===== config.mk =====
export PLATFORM = sky130hd
export DESIGN_NAME = washer_actuator_plant
export DESIGN_NICKNAME = d
export VERILOG_FILES = /design/src/rtl/washer_actuator_plant.sv
export SDC_FILE = /design/constraint.sdc
export NUM_CORES = 1
export LEC_CHECK = 0
export ABC_CLOCK_PERIOD_IN_PS = 3600
export BUFFER_PORTS_ARGS = -buffer_cell sky130_fd_sc_hd__buf_2
export CAP_MARGIN = 10
export CORE_MARGIN = 8
export CORE_UTILIZATION = 56
export DETAILED_ROUTE_END_ITERATION = 8
export PLACE_DENSITY_LB_ADDON = 0.08
export RECOVER_POWER = 100
export SYNTH_ARGS = -nofsm -noshare
export SYNTH_HDL_FRONTEND = slang
export SYNTH_SLANG_ARGS = --single-unit

===== constraint.sdc =====
create_clock -name clk -period 3.6 [get_ports clk]
set_clock_uncertainty 0.05 [all_clocks]
set_input_delay 0.18 -clock clk [delete_from_list [all_inputs] [get_ports clk]]
set_output_delay 0.18 -clock clk [all_outputs]
set_load 0.03 [all_outputs]

===== src/rtl/washer_actuator_plant.sv =====
// washer_actuator_plant: washer actuator plant model (water level, drum ramp, sticky fault); optional leak via PLANT_LEAK_EN
module washer_actuator_plant #(
  parameter int LW          = 8,
  parameter int LEVEL_MAX   = 200,
  parameter int FULL_THRESH = 160,
  parameter int FILL_RATE   = 4,
  parameter int DRAIN_RATE  = 8,
  parameter int DW          = 8,
  parameter int SLOW_MAX    = 20,
  parameter int SPIN_MAX    = 100,
  parameter int RAMP_DIV    = 2,
  parameter int OVF_CYC     = 16,
  parameter int LEAK_PERIOD = 32
) (
  input  logic          clk,
  input  logic          rst,
  input  logic          water,
  input  logic          pump,
  input  logic          motor,
  input  logic          speed,
  input  logic          agitator,
  input  logic          door,
  input  logic          fault_clr,
  output logic [LW-1:0] level,
  output logic          full,
  output logic          empty,
  output logic [DW-1:0] drum,
  output logic          at_speed,
  output logic          door_locked,
  output logic          fault,
  output logic [2:0]    fault_code
);
  localparam int PW = RAMP_DIV > 1 ? $clog2(RAMP_DIV) : 1;
  localparam int OW = $clog2(OVF_CYC + 1);
  logic [LW-1:0] r_level, w_level_nxt;
  logic [LW:0]   w_sum, w_dec;
  logic [DW-1:0] r_drum, r_tgt, w_tgt, w_drum_nxt;
  logic [PW-1:0] r_pre, w_pre;
  logic [OW-1:0] r_ovf, w_ovf;
  logic [2:0]    r_code, w_code;
  logic          r_fault, w_fill, w_drain, w_step, w_leak;
`ifdef PLANT_LEAK_EN
  localparam int KW = LEAK_PERIOD > 1 ? $clog2(LEAK_PERIOD) : 1;
  logic [KW-1:0] r_leak;
  assign w_leak = !water && r_level != '0 && r_leak == KW'(LEAK_PERIOD - 1);
  // leak prescaler: counts idle-valve cycles with water in the tank, restarts on fill
  always_ff @(posedge clk) begin
    if (rst || water) r_leak <= '0;
    else if (r_level != '0) r_leak <= w_leak ? '0 : r_leak + KW'(1);
  end
`else
  assign w_leak = (LEAK_PERIOD < 0);
`endif
  // next-state for level, drum ramp, overfill timer and fault priority
  always_comb begin
    w_fill      = water & ~pump;
    w_drain     = pump & ~water;
    w_sum       = {1'b0, r_level} + (LW+1)'(FILL_RATE);
    w_dec       = (w_drain ? (LW+1)'(DRAIN_RATE) : '0) + (LW+1)'(w_leak);
    w_level_nxt = w_fill ? (w_sum >= (LW+1)'(LEVEL_MAX) ? LW'(LEVEL_MAX) : w_sum[LW-1:0])
                         : ({1'b0, r_level} < w_dec ? '0 : r_level - w_dec[LW-1:0]);
    w_tgt       = !motor ? '0 : speed ? DW'(SPIN_MAX) : DW'(SLOW_MAX);
    w_pre       = w_tgt != r_tgt ? '0 : r_pre;
    w_step      = w_pre == PW'(RAMP_DIV - 1);
    w_drum_nxt  = (!w_step || r_drum == w_tgt) ? r_drum
                : r_drum < w_tgt ? r_drum + DW'(1) : r_drum - DW'(1);
    w_ovf       = (water && r_level == LW'(LEVEL_MAX))
                  ? (r_ovf == OW'(OVF_CYC) ? r_ovf : r_ovf + OW'(1)) : '0;
    w_code      = (water && pump)                          ? 3'd1
                : (door && r_drum != '0)                   ? 3'd2
                : (agitator && r_level < LW'(FULL_THRESH)) ? 3'd3
                : (w_ovf == OW'(OVF_CYC))                  ? 3'd4 : 3'd0;
  end
  // plant state; first fault sticks until cleared, a live condition beats the clear
  always_ff @(posedge clk) begin
    if (rst) begin
      r_level <= '0;
      r_drum  <= '0;
      r_tgt   <= '0;
      r_pre   <= '0;
      r_ovf   <= '0;
      r_code  <= '0;
      r_fault <= 1'b0;
    end else begin
      r_level <= w_level_nxt;
      r_drum  <= w_drum_nxt;
      r_tgt   <= w_tgt;
      r_pre   <= w_step ? '0 : w_pre + PW'(1);
      r_ovf   <= w_ovf;
      if (r_code == '0 || fault_clr) begin
        r_code  <= w_code;
        r_fault <= w_code != '0;
      end
    end
  end
  assign level       = r_level;
  assign full        = r_level >= LW'(FULL_THRESH);
  assign empty       = r_level == '0;
  assign drum        = r_drum;
  assign at_speed    = motor && r_drum == w_tgt;
  assign door_locked = r_drum != '0;
  assign fault       = r_fault;
  assign fault_code  = r_code;
endmodule

[After elaboration in Yosys (flattened, before gate mapping)]
Cells that the tools add are included.
Cells by class
  reductions and logical operators: 13
  equality and inequality tests: 5
  bitwise logic cells: 4
  magnitude comparators: 5
  add/sub/neg operators: 6
  mux-type cells: 14
Operators by type and width (count)
  $mux W8: 4
  $mux W7: 2
  $mux W3: 4
  $eq A5 B5 Y1 const B: 2
  $mux W5: 2
  $add A8 B3 Y9 const B: 1
  $ge A9 B8 Y1 const B: 1
  $add A8 B1 Y8 const B: 1
  $eq A8 B7 Y1: 1
  $eq A8 B8 Y1 const B: 1
  $ge A8 B8 Y1 const B: 1
  $logic_not A8 Y1: 1
  $lt A8 B4 Y1: 1
  $lt A8 B7 Y1: 1
  $lt A8 B8 Y1 const B: 1
  $ne A7 B8 Y1: 1
  $reduce_bool A8 Y1: 1
  $sub A8 B1 Y8 const B: 1
  $sub A8 B4 Y8: 1
  $add A5 B1 Y5 const B: 1
  $logic_and A1 B1 Y1: 5
  $mux W4: 1
  $logic_not A3 Y1: 1
  $reduce_bool A3 Y1: 1
  other kinds (7): 10
Word-level totals
  word-level logic and storage cells: 54
  output and inout port bits: 24
  input port bits: 9
  bits in registers: 34

[Logic depth before layout (Yosys ltp)]
Gate-level depths: netlist of the first run.
  depth in word-level cells: 9
  mapped depth: 11
  mapped depth without buffers: 11

[Worst setup path after synthesis of the first run]
Ideal clock, no wire load.
  path type: flip-flop to flip-flop
  from: reg r_drum[6] (netlist: drum[6])
  to: reg r_drum[7] (netlist: drum[7])
  cell stages (with the launch flop): 11
  library setup time: 88 ps
  data arrival time: 2915 ps
  buffers on the path: 0
  clock period less this slack: 3052 ps
  setup slack: 548 ps
  data required time: 3462 ps
  path through: dfxtp_1 -> ha_1 -> and4b_1 -> a221oi_1 -> inv_1 -> ha_1 -> a21oi_1 -> a32oi_1 -> o31a_1 -> mux2i_1 -> o31ai_1
On the way
  cells in the longest elaborated chain, start to end: 2
  elaborated cells between the ends (all ways): 6
  those cells by class: 2 x add/sub; 1 x order compare; 1 x eq/ne; 1 x mux; 1 x reduce/logical
Ends and longest elaborated chain
  start: declaration: RTL line 37  | logic [DW-1:0] r_drum, r_tgt, w_tgt, w_drum_nxt;
  start signal: assignment: RTL line 86  | r_drum <= w_drum_nxt;
  $sub A8 B1 Y8, or another cell as far along: RTL line 66  | : r_drum < w_tgt ? r_drum + DW'(1) : r_drum - DW'(1);
  $mux W8 or $logic_or A1 B1 Y1 (tied branches): RTL line 66, 65
Several ways; a longest one is shown, not always the timed one.
A chain may end at the register's enable or synchronous reset.

[Final worst setup path of the first run]
  from: in speed
  to: reg r_drum[7] (netlist: drum[7])
On the way
  cells in the longest elaborated chain, start to end: 6
  elaborated cells between the ends (all ways): 9
  those cells by class: 1 x order compare; 2 x eq/ne; 4 x mux; 2 x reduce/logical
Ends and longest elaborated chain
  start: declaration: RTL line 20  | input logic speed,
  $mux W7 (*) (2 in series): RTL line 62  | w_tgt = !motor ? '0 : speed ? DW'(SPIN_MAX) : DW'(SLOW_MAX);
  branches (longest 4 deep; another with $lt A8 B7 Y1)
Every way passes the cells marked *.

==> results of run 1 <==
metal layers:
layer / part of all wire / vias up / GRT usage
met2: 0.43 / 39 / 0.235
met5: 0 / - / 0
met4: 0.0097 / 0 / 0.0413
met3: 0.063 / 4 / 0.0333
met1: 0.50 / 794 / 0.231
li1: - / 893 / -
placed cells by master, fill, tap and decap left out, types with 3 or more instances in the layout:
cell and count:
o211ai_1 3, o21a_1 4, nand4_1 4, nor3_1 8, ha_1 19, nand3_1 10
nor4_1 4, nor2_1 27, a21oi_1 12, xor2_1 5, buf_2 9, mux2i_1 4
a31o_2 3, a31oi_1 3, clkbuf_1 22, xnor2_1 6, o31ai_1 3, o21ai_0 4
nor2b_1 5, nand2_1 16, dfxtp_1 27, inv_1 16, clkbuf_4 3, nand2b_1 4
report_power, final:
group / switching [µW] / total (µW) / internal (µW)
sequential: 25.9 / 343 / 317
combinational: 179 / 281 / 102
clock: 99.8 / 142 / 42.6
total: 305 / 767 / 462
sequential cells by signal (all words and copies together) (netlist names):
signal and cells:
fault_code 3, r_pre 1, r_ovf 5, level 6
fault 1, r_tgt 3, drum 8
stage by stage:
stage          hold slack, ps  instances
3_3_place_gp              357        303
3_5_place_dp              365        303
2_1_floorplan             207        236
4_1_cts                  82.6        308
6_report                 92.2        308
5_1_grt                  94.3        308
logic make-up (layout without fill, tap and decap cells):
family	count (synthesis)	in the layout
xor+xnor	11	11
fa+ha+maj	20	20
buf+inv	26	52
compound gates	50	50
mux	4	4
other cells	1	2
simple gates	96	96
flops	27	27
worst max-delay path: stages:
cell and delay, ps:
dlygate4sd3_1 530, buf_2 150, nand2b_1 150, ha_1 270, and4b_1 190, a221oi_1 490
inv_1 280, ha_1 370, a21oi_1 170, a32oi_1 150, o31a_1 300, mux2i_1 130
o31ai_1 220
layout make-up:
cell class | count | area [µm²] | area share
Tap cell | 46 | 57.6 | 0.0277
Sequential cell | 27 | 541 | 0.261
Multi-Input combinational cell | 183 | 1250 | 0.602
Inverter | 16 | 60.1 | 0.0290
Clock inverter | 1 | 7.51 | 0.00362
Timing Repair Buffer | 32 | 138 | 0.0663
Clock buffer | 3 | 22.5 | 0.0109
how the worst max path moves through the flow:
stage / slack (ps) / cells after the start / end / startpoint
after global routing: 4 / 13 / drum[7] / speed
after floorplan: 550 / 10 / drum[7] / drum[6]
after CTS: 250 / 13 / drum[7] / speed
final: 230 / 13 / drum[7] / speed
after detailed placement: 430 / 12 / drum[7] / motor
after global placement: 510 / 12 / drum[7] / motor
==> results.json, run 1 <==
{
  "synth-xor-area-share": 0.0493,
  "dp_hpwl_um": 3200,
  "synthArstFlopShare": 0,
  "p_leak_uw": 0.000859,
  "overflow": 0,
  "synth_top_family_by_area": "simple AND/OR/NAND/NOR gates",
  "slew_viol_final": 0,
  "r2r_cells": 10,
  "outcome": "finished clean",
  "rsz0062_at_grt": "false",
  "r2r-end": "drum[7]",
  "start_util": 0.586,
  "track_usage": 0.161,
  "post_synth.cell_area_avg_um2": 8.32,
  "postLayoutCoreUtil": 0.622,
  "fmax_ghz": 0.297,
  "ir_drop_v": 0.000239,
  "cts-resized-gates": 0,
  "syn_to_final_growth_pct": 6.15,
  "wire_per_inst_um": 13.7,
  "hold_path_depth": 4,
  "vias": 1730,
  "drt_pass1_iterations": 4,
  "max_slew_margin": 0.609,
  "yosys.area_share.adder": 0.132,
  "cts_tree": "built",
  "cp.required_ps": 3810,
  "period_share": 0.936,
  "drtIter0Drc": 120,
  "hold_violations": 0,
  "synth_compound_area_frac": 0.184,
  "yosys.area_share.simple": 0.253,
  "ys_ff_latch": 27,
  "critical_path_class": "in2reg",
  "ys_seq_area_frac": 0.277,
  "dp_slack_ps": 435,
  "root_buffer": "clkbuf_4",
  "synth_common_cells": "dfxtp_1 (27), nor2_1 (27), ha_1 (19)",
  "yosysUniqueCellTypes": 56,
  "dieHeight_um": 75.1,
  "crit_arrival_ps": 3580,
  "startpoint_type": "primary input",
  "drive_above_1_share": 0.0916,
  "dieArea_um2": 5640,
  "hold_buffers": 1,
  "synth_top_area_frac": 0.277,
  "grt_pass1_vias": 1658,
  "gp_congestion": 0.791,
  "grt_max_degree": 23,
  "num_antenna_cells": 0,
  "syn_inst": 235,
  "die_w_um": 75.1,
  "setup_violations": 0,
  "tightest_slew_ps": 585,
  "grt_pass1_wl_um": 7330,
  "fp-row-count": 21,
  "portBuffers": 30,
  "antenna_left": 0,
  "nNetsFinal": 292,
  "period_needed_ps": 3370,
  "cts.sinks": 27,
  "htree_levels": 1,
  "synth_area_um2": 1950,
  "routed_wl_um": 4230,
  "place_area_um2": 2070,
  "core_area_um2": 3340,
  "cts_buffer_depth": 2,
  "power.density_nw_per_um2": 370,
  "synth-edff-count": 0,
  "finalWorstSetupSlack_ps": 232,
  "power_uw": 767,
  "r2r_slack_ps": 430,
  "endpoint_kind": "flop",
  "yosysWarnings": 0,
  "fin_setup_tns_ps": 0,
  "vias_per_cell": 5.62,
  "insertion_delay_ps": 340,
  "yosys-top-cells-area": "dfxtp_1 (28%), ha_1 (12%), nor2_1 (5.2%)",
  "io_pins": 33,
  "worstPathMaxFanout": 7,
  "post-route-drc-count": 0,
  "hp-class": "in2reg",
  "clk_pin_slew_ps": 160,
  "nFillCells": 333,
  "antenna_found_initial": 0,
  "cap_violations": 0,
  "post_cts_buffers": 0,
  "cts_made_buffers": 3,
  "synthFlopType": "dfxtp_1",
  "synthMuxAreaShare": 0.0205,
  "final_cell_area_um2": 2070,
  "regToRegStartpoint": "drum[5]",
  "synth_top_area_cell": "dfxtp_1",
  "holdCritStartpoint": "fault_clr",
  "whs_endpoint": "fault_code[2]"
}
Power figures use the tool's default switching activity.
==> inputs of run 2 (changes only) <==
--- a/config.mk
+++ b/config.mk
@@ -8,7 +8,7 @@
 export ABC_CLOCK_PERIOD_IN_PS = 3600
 export BUFFER_PORTS_ARGS = -buffer_cell sky130_fd_sc_hd__buf_2
 export CAP_MARGIN = 10
-export CORE_MARGIN = 8
+export CORE_MARGIN = 2
 export CORE_UTILIZATION = 56
 export DETAILED_ROUTE_END_ITERATION = 8
 export PLACE_DENSITY_LB_ADDON = 0.08
==> constraint.sdc (replaced) <==
create_clock -name clk -period 3.6 [get_ports clk]
set_clock_uncertainty 0.05 [all_clocks]
set_input_delay 0.36 -clock clk [delete_from_list [all_inputs] [get_ports clk]]
set_output_delay 0.36 -clock clk [all_outputs]
set_load 0.03 [all_outputs]
==> run 2 against run 1 <==
Sequential share of layout area rose by 0.22 points. Combinational power barely moved. Critical path type is now reg2reg. Utilization fell by 0.52 points. Largest power group unchanged.
==> results.json, run 2 (synthesis results as in run 1) <==
{
  "holdCritStartpoint": "speed",
  "dp_slack_ps": 561,
  "gp_congestion": 0.850,
  "cts.sinks": 27,
  "drive_above_1_share": 0.0805,
  "cp.required_ps": 3750,
  "nNetsFinal": 291,
  "worstPathMaxFanout": 7,
  "start_util": 0.586,
  "vias_per_cell": 5.62,
  "whs_endpoint": "r_tgt[4]",
  "dieHeight_um": 63.1,
  "fmax_ghz": 0.346,
  "grt_pass1_vias": 1512,
  "track_usage": 0.204,
  "cts-resized-gates": 0,
  "grt_pass1_wl_um": 6820,
  "startpoint_type": "flop",
  "crit_path_start": "drum[6]",
  "post_cts_buffers": 0,
  "post-route-drc-count": 0,
  "multi_input_area_um2": 1240,
  "ir_drop_v": 0.000241,
  "grt_max_degree": 23,
  "drtIter0Drc": 92,
  "cap_violations": 0,
  "finalWorstSetupSlack_ps": 711,
  "period_needed_ps": 2890,
  "largest_register_ffs": 8,
  "critical_path_class": "reg2reg",
  "routed_wl_um": 4040,
  "postLayoutCoreUtil": 0.616,
  "final-seq-area_um2": 541,
  "r2r-end": "drum[7]",
  "wire_per_inst_um": 13.2,
  "final_cell_mix": "nor2_1 (27), dfxtp_1 (27), clkbuf_1 (24), ha_1 (19)",
  "drt_pass1_iterations": 4,
  "outcome": "finished clean",
  "io_pins": 33,
  "tightest_slew_ps": 1050,
  "period_share": 0.803,
  "r2r_slack_ps": 710,
  "fp-row-count": 21,
  "rsz0062_at_grt": "false",
  "hold_path_depth": 2,
  "die_w_um": 63.1,
  "syn_to_final_growth_pct": 5.25,
  "clk_pin_slew_ps": 160,
  "r2r_cells": 10,
  "crit_arrival_ps": 3040,
  "root_buffer": "clkbuf_4",
  "antenna_left": 0,
  "setup_violations": 0,
  "power.density_nw_per_um2": 372,
  "max_slew_margin": 0.300,
  "insertion_delay_ps": 330,
  "cts_made_buffers": 3,
  "p_leak_uw": 0.000848,
  "dp_hpwl_um": 3020,
  "endpoint_kind": "flop",
  "regToRegStartpoint": "drum[6]",
  "overflow": 0,
  "slew_viol_final": 0,
  "hold_buffers": 0,
  "hold_violations": 0,
  "num_antenna_cells": 0,
  "cts_tree": "built",
  "portBuffers": 30,
  "fin_setup_tns_ps": 0,
  "vias": 1724,
  "antenna_found_initial": 0,
  "cts_buffer_depth": 2,
  "hp-class": "in2reg",
  "nFillCells": 338,
  "htree_levels": 1,
  "core_area_um2": 3340,
  "dieArea_um2": 3980
}
[run 2: cell types whose count changed in the layout (fill, tap and decap cells not counted)]
cell	delta
dlygate4sd3_1	-1
o211ai_2	-1
and2_0	-1
o211ai_1	+1
buf_2	-2
clkbuf_1	+2
and2_1	+1
[run 2: report_power, final]
group / internal, µW / switching (µW) / total (µW)
Combinational: 102 / 178 / 280
Clock: 42.4 / 97.9 / 140
Sequential: 317 / 26.7 / 344
[run 2: worst max-delay path: stages, from the launching register on]
cell and delay, ps:
dfxtp_1 470, ha_1 270, and4b_1 220, a221oi_1 300
inv_1 210, ha_1 350, a21oi_1 180, a32oi_1 160
o31a_1 290, o211ai_1 160, o31ai_1 90
[run 2: cell type report]
type                       instances  area share
inverter                          16      0.0292
sequential                        27       0.263
tap                               46      0.0280
multi-input combinational        183       0.605
clock inverter                     1     0.00365
timing repair buffer              31      0.0608
clock buffer                       3      0.0109
[run 2: worst max path at each step]
| stage | slack [ps] | depth (start not counted) | end |
|---|---|---|---|
| 2_1_floorplan | 550 | 10 | drum[7] |
| 3_3_place_gp | 640 | 12 | drum[7] |
| 3_5_place_dp | 560 | 12 | drum[7] |
| 4_1_cts | 710 | 10 | drum[7] |
| 5_1_grt | 510 | 10 | drum[7] |
| 6_report | 710 | 10 | drum[7] |
[run 2: per-layer routing]
layer | global-route usage | part of all wire | wire length [µm] | up-vias
met5 | 0 | 0 | 0 | -
met4 | 0.0556 | 0.0087 | 35 | 0
met3 | 0.0268 | 0.034 | 137 | 4
met2 | 0.324 | 0.44 | 1780 | 32
met1 | 0.291 | 0.52 | 2080 | 792
li1 | - | - | - | 896
[run 2: stage by stage]
step,area (µm²),power (µW),hold WS [ps],instances
4_1_cts,2100,776,174,307
2_1_floorplan,1960,574,387,236
6_report,2060,765,175,307
3_3_place_gp,2070,635,416,303
3_5_place_dp,2070,637,421,303
5_1_grt,2060,817,171,307
